### config.mk
export PLATFORM = sky130hd
export DESIGN_NAME = pipe_ctrl
export DESIGN_NICKNAME = d
export VERILOG_FILES = /design/src/rtl/pipe_ctrl.sv
export SDC_FILE = /design/constraint.sdc
export NUM_CORES = 1
export LEC_CHECK = 0
export BUFFER_PORTS_ARGS = -buffer_cell sky130_fd_sc_hd__buf_2
export CORE_MARGIN = 5
export CORE_UTILIZATION = 38
export DETAILED_ROUTE_END_ITERATION = 6
export PLACE_DENSITY_LB_ADDON = 0.25
export SLEW_MARGIN = 20
export SYNTH_ARGS = -nofsm -noshare
export SYNTH_HDL_FRONTEND = slang
export SYNTH_SLANG_ARGS = --single-unit
### constraint.sdc
create_clock -name clk -period 1.7 [get_ports clk]
set_input_delay 0.17 -clock clk [delete_from_list [all_inputs] [get_ports clk]]
set_output_delay 0.17 -clock clk [all_outputs]
set_load 0.005 [all_outputs]
### src/rtl/pipe_ctrl.sv
`default_nettype none
// ============================================================================
// Module      : pipe_ctrl
// Description : Pipeline hazard controller. Provides operand forwarding
//               selects, load-use stall/bubble, taken-branch flushes and a
//               RUN/MC_WAIT handshake with a multi-cycle execution unit,
//               including timeout abort.
//               Optional performance counters are enabled by defining
//               PIPE_CTRL_PERF_EN; otherwise stall_cnt/flush_cnt read 0.
// Revision    : 1.0 - initial release
// ============================================================================
module pipe_ctrl #(
  parameter logic [7:0] MC_TIMEOUT = 8'd255
) (
  input  logic        clk,
  input  logic        rst,
  input  logic [4:0]  id_rs1,
  input  logic [4:0]  id_rs2,
  input  logic        id_uses_rs1,
  input  logic        id_uses_rs2,
  input  logic        ex_valid,
  input  logic [4:0]  ex_rs1,
  input  logic [4:0]  ex_rs2,
  input  logic [4:0]  ex_rd,
  input  logic        ex_reg_write,
  input  logic        ex_mem_read,
  input  logic        ex_branch_taken,
  input  logic        ex_mc_req,
  input  logic        mc_done,
  input  logic [4:0]  mem_rd,
  input  logic        mem_reg_write,
  input  logic [4:0]  wb_rd,
  input  logic        wb_reg_write,
  output logic        stall_if,
  output logic        stall_id,
  output logic        stall_ex,
  output logic        bubble_ex,
  output logic        flush_if_id,
  output logic        flush_id_ex,
  output logic [1:0]  fwd_a_sel,
  output logic [1:0]  fwd_b_sel,
  output logic        mc_start,
  output logic        mc_err,
  output logic        busy,
  output logic [31:0] stall_cnt,
  output logic [31:0] flush_cnt
);

  typedef enum logic [0:0] {
    ST_RUN     = 1'b0,
    ST_MC_WAIT = 1'b1
  } state_t;

  // Last timer value of a wait; reaching it without mc_done aborts.
  localparam logic [7:0] C_TMO_LAST = MC_TIMEOUT - 8'd1;

  state_t     r_state;
  state_t     w_state_nxt;
  logic [7:0] r_timer;
  logic       r_mc_err;
  logic       w_err_nxt;
  logic       w_load_use;
  logic       w_redirect;

  // ex_reg_write only matters to later stages; the hazard checks here are
  // driven by ex_mem_read for loads.
  logic       w_unused;
  assign w_unused = ex_reg_write;

  assign w_load_use = ex_valid & ex_mem_read & (ex_rd != 5'd0) &
                      (((ex_rd == id_rs1) & id_uses_rs1) |
                       ((ex_rd == id_rs2) & id_uses_rs2));
  assign w_redirect = ex_valid & ex_branch_taken;

  // Forwarding selects: youngest producer (MEM) wins over WB; x0 never forwards.
  always_comb begin
    fwd_a_sel = 2'b00;
    fwd_b_sel = 2'b00;
    if (mem_reg_write && (mem_rd != 5'd0) && (mem_rd == ex_rs1))
      fwd_a_sel = 2'b01;
    else if (wb_reg_write && (wb_rd != 5'd0) && (wb_rd == ex_rs1))
      fwd_a_sel = 2'b10;
    if (mem_reg_write && (mem_rd != 5'd0) && (mem_rd == ex_rs2))
      fwd_b_sel = 2'b01;
    else if (wb_reg_write && (wb_rd != 5'd0) && (wb_rd == ex_rs2))
      fwd_b_sel = 2'b10;
  end

  // Next-state and hazard outputs; redirect dominates load-use and mc_start.
  always_comb begin
    w_state_nxt = r_state;
    w_err_nxt   = 1'b0;
    stall_if    = 1'b0;
    stall_id    = 1'b0;
    stall_ex    = 1'b0;
    bubble_ex   = 1'b0;
    flush_if_id = 1'b0;
    flush_id_ex = 1'b0;
    mc_start    = 1'b0;
    case (r_state)
      ST_RUN: begin
        if (w_redirect) begin
          flush_if_id = 1'b1;
          flush_id_ex = 1'b1;
        end else begin
          if (w_load_use) begin
            stall_if  = 1'b1;
            stall_id  = 1'b1;
            bubble_ex = 1'b1;
          end
          if (ex_valid && ex_mc_req) begin
            mc_start = 1'b1;
            if (!mc_done)
              w_state_nxt = ST_MC_WAIT;
          end
        end
      end
      ST_MC_WAIT: begin
        if (mc_done) begin
          w_state_nxt = ST_RUN;
        end else if (r_timer == C_TMO_LAST) begin
          w_state_nxt = ST_RUN;
          w_err_nxt   = 1'b1;
        end else begin
          stall_if = 1'b1;
          stall_id = 1'b1;
          stall_ex = 1'b1;
        end
      end
      default: w_state_nxt = ST_RUN;
    endcase
  end

  // State register, wait timer and registered abort pulse.
  always_ff @(posedge clk or posedge rst) begin
    if (rst) begin
      r_state  <= ST_RUN;
      r_timer  <= 8'd0;
      r_mc_err <= 1'b0;
    end else begin
      r_state  <= w_state_nxt;
      r_mc_err <= w_err_nxt;
      if (r_state == ST_MC_WAIT)
        r_timer <= r_timer + 8'd1;
      else
        r_timer <= 8'd0;
    end
  end

  assign mc_err = r_mc_err;
  assign busy   = (r_state == ST_MC_WAIT);

`ifdef PIPE_CTRL_PERF_EN
  logic [31:0] r_stall_cnt;
  logic [31:0] r_flush_cnt;

  // Free-running event counters; wrap naturally at 32 bits.
  always_ff @(posedge clk or posedge rst) begin
    if (rst) begin
      r_stall_cnt <= 32'd0;
      r_flush_cnt <= 32'd0;
    end else begin
      if (stall_if)
        r_stall_cnt <= r_stall_cnt + 32'd1;
      if (flush_if_id)
        r_flush_cnt <= r_flush_cnt + 32'd1;
    end
  end

  assign stall_cnt = r_stall_cnt;
  assign flush_cnt = r_flush_cnt;
`else
  assign stall_cnt = 32'd0;
  assign flush_cnt = 32'd0;
`endif

endmodule
`default_nettype wire

==> out/summary.txt <==
WS Path Type = in -> out
TritonCTS clock tree = done
Max-slew headroom = 58.5%
I/O Buffers = 58
first-pass GRT wire length = 4380 um
RSZ-0062 raised after global routing = yes
largest family of logic cells by synthesized area = buffers and inverters
CP arrival = 1.46 ns
Boundary Pins = 124
worst-skew pair later-pin latency = 0.24 ns
Synth Area in Compound Gates = 4.66%
VDD IR max = 0.000254 V
Worst setup EP type = primary output
Crit Path Max Fanout = 3
Synth area leaders = buf_4 (36%), dfrtp_1 (18%), xor2_1 (14%)
drt via density = 3.99
die area = 4980 um2
Clock Skew = 0.00322 ns
Detail Placement HPWL = 2660 um
prevailing post-synth register cell = dfrtp_1
Post-synth EDFFs = 0
initial antenna violation count = 0
Post-Synthesis Cell Area = 1400 um2
cts bufs inserted = 3
Site Rows = 22
required time of the worst setup path = 1.53 ns
WL final = 3010 um
Yosys top cell by area = buf_4
final hold violations = 0
cell count after synthesis = 164
Peak Freq = 614 MHz
sequential cell area fraction in the yosys report = 17.9%
Placer Congestion = 0.765
Reg clk slew, reported paths = 0.05 ns
Setup WS pre-CTS = 0.0568 ns
clock sink count = 10
final worst slack = 0.0726 ns
CP Launch Type = input port
top cells by count, synth = buf_4 (66), xor2_1 (23), xnor2_1 (11)
Post-DRT Antenna Nets = 0
Post-Synth Adder-Cell Area = 1.79%
status = completed
critical-path cell list = buf_2 -> or4_1 -> o21ai_1 -> or4_4 -> nor4_4 -> buf_2
final cell count without fillers = 276
HP Start = mc_done
Worst path slowest cell = or4_4
Syn Area/Cell = 8.51 um2
Die Y = 70.6 um
final hold slack = 0.117 ns
Yosys reg bits = 10
number of cells on the worst hold path = 2
Tcrit/Tclk final = 95.7%
placed instance count = 268
simple logic cell fraction of the synthesized area = 17.1%
area grow syn2layout = 15.5%
largest net degree at the start of global routing = 13
core footprint = 3610 um2
clk buf depth = 2
Critical Path Max Stage Delay = 0.55 ns
Total GRT Usage = 11.0%
unique cell type count in the Yosys netlist = 31
Via Count = 1100
Initial Utilization = 38.7%
top-area cell type share of the netlist area = 35.5%
cells on worst reg2reg path = 5
Final setup viols = 0
Hold Crit Class = in -> reg
Initial DRT Pass Iterations = 4
Yosys warning total = 0
max-cap viol count = 0
ant diodes = 0
Clock H-tree levels = 1
die width = 70.6 um
root buffer cell = clkbuf_8
Worst-Margin Slew = 0.617 ns
P_leak = 0.000887 uW
Critical Path Start = wb_rd[1]
Layout Utilization = 44.7%
WL per Instance = 10.9 um
pwr/cell area = 477 nW/um2
Max Slew Vio Count = 0
FF-to-FF Start = r_timer[0]
mux cell area share after synthesis = 0%
XOR/XNOR share of the synthesized area = 21.3%
most frequent cell after synthesis = buf_4
grt total ovfl = 0
Post-route DRC = 0
share of synthesized registers carrying an async set or reset = 100%
drt first-iter violations = 10
vias in the first global route = 1049
fraction of layout cells with a size suffix above 1 = 32.5%
most used cell, CP = buf_2
Net count, final = 278
min Tclk post-route = 1.63 ns
[cell families (layout without fill, tap and decap cells)]
| kind of cell | count (synthesis) | after routing |
|---|---|---|
| flops | 10 | 10 |
| xor+xnor | 34 | 34 |
| buf+inv | 71 | 72 |
| other cells | 1 | 64 |
| compound gates | 10 | 10 |
| fa+ha+maj | 2 | 2 |
| simple gates | 36 | 36 |
[flip-flops by register name, summed over array words and instances, names as in the netlist]
signal   flops
r_timer      8
mc_err       1
busy         1
[per-layer routing]
| metal | vias up | GRT usage (%) | wire, um | share of wire [%] |
|---|---|---|---|---|
| met4 | 0 | 5.64 | 57 | 1.9 |
| met2 | 83 | 19.4 | 1440 | 48 |
| met5 | - | 0 | 0 | 0 |
| met1 | 476 | 10.7 | 1010 | 33 |
| li1 | 536 | - | - | - |
| met3 | 5 | 5.11 | 500 | 17 |
[final timing paths]
check / endpoint / slack, ns
min in group asynchronous: r_timer[7] / 0.46
worst max register to register: r_timer[7] / 0.38
worst min register to register: r_timer[1] / 0.56
worst min-delay path: mc_err / 0.12
max in group asynchronous: r_timer[1] / 0.97
worst max-delay path: fwd_b_sel[1] / 0.07
[per-stage QoR]
stage / setup TNS (ns) / instance area [um2] / total power (uW)
2_1_floorplan: 0 / 1630 / 469
3_3_place_gp: 0 / 1500 / 459
3_5_place_dp: 0 / 1500 / 460
4_1_cts: 0 / 1570 / 766
5_1_grt: -0.0522 / 1610 / 828
6_report: 0 / 1610 / 768
[final cells by class]
class	instances	area (um2)
Fill cell	398	1990
Clock buffer	4	55.1
Inverter	4	15.0
Sequential cell	10	250
Timing Repair Buffer	64	338
Multi-Input combinational cell	146	893
Tap cell	48	60.1
[critical path: cells and delay by family]
| kind | cells | cell delay, ns |
|---|---|---|
| compound gates | 1 | 0.07 |
| buf+inv | 2 | 0.27 |
| simple gates | 3 | 0.94 |
[repair_timing]
action / in CTS / in global routing
pin swaps: 0 / 1
endpoints found under the hold margin: 10 / 0
endpoints found under the setup margin: 2 / 3
buffers inserted: 1 / 2
gates resized for setup: 1 / 5
hold buffers: 1 / 0
[power breakdown]
part / total, uW / leakage, uW / internal [uW] / switching, uW
combinational: 228 / 0.000720 / 101 / 127
clock: 297 / 0.0000288 / 204 / 93.2
sequential: 243 / 0.000139 / 242 / 1.49
total: 768 / 0.000887 / 546 / 222
[cells in the final DEF, fill, tap and decap left out, types with 2 or more instances in the layout]
cell type	instances
nor3b_1	2
inv_1	4
ha_1	2
and2_1	4
or3_1	2
a21boi_0	2
buf_4	5
nor2b_1	2
nand2_1	2
dfrtp_1	10
xor2_1	23
nand3_1	6
or4_4	2
xnor2_1	11
clkbuf_8	4
conb_1	64
nor4_1	4
buf_2	58
or4_1	3
o21ai_0	3
No activity file was read; power rests on OpenSTA's default activity.
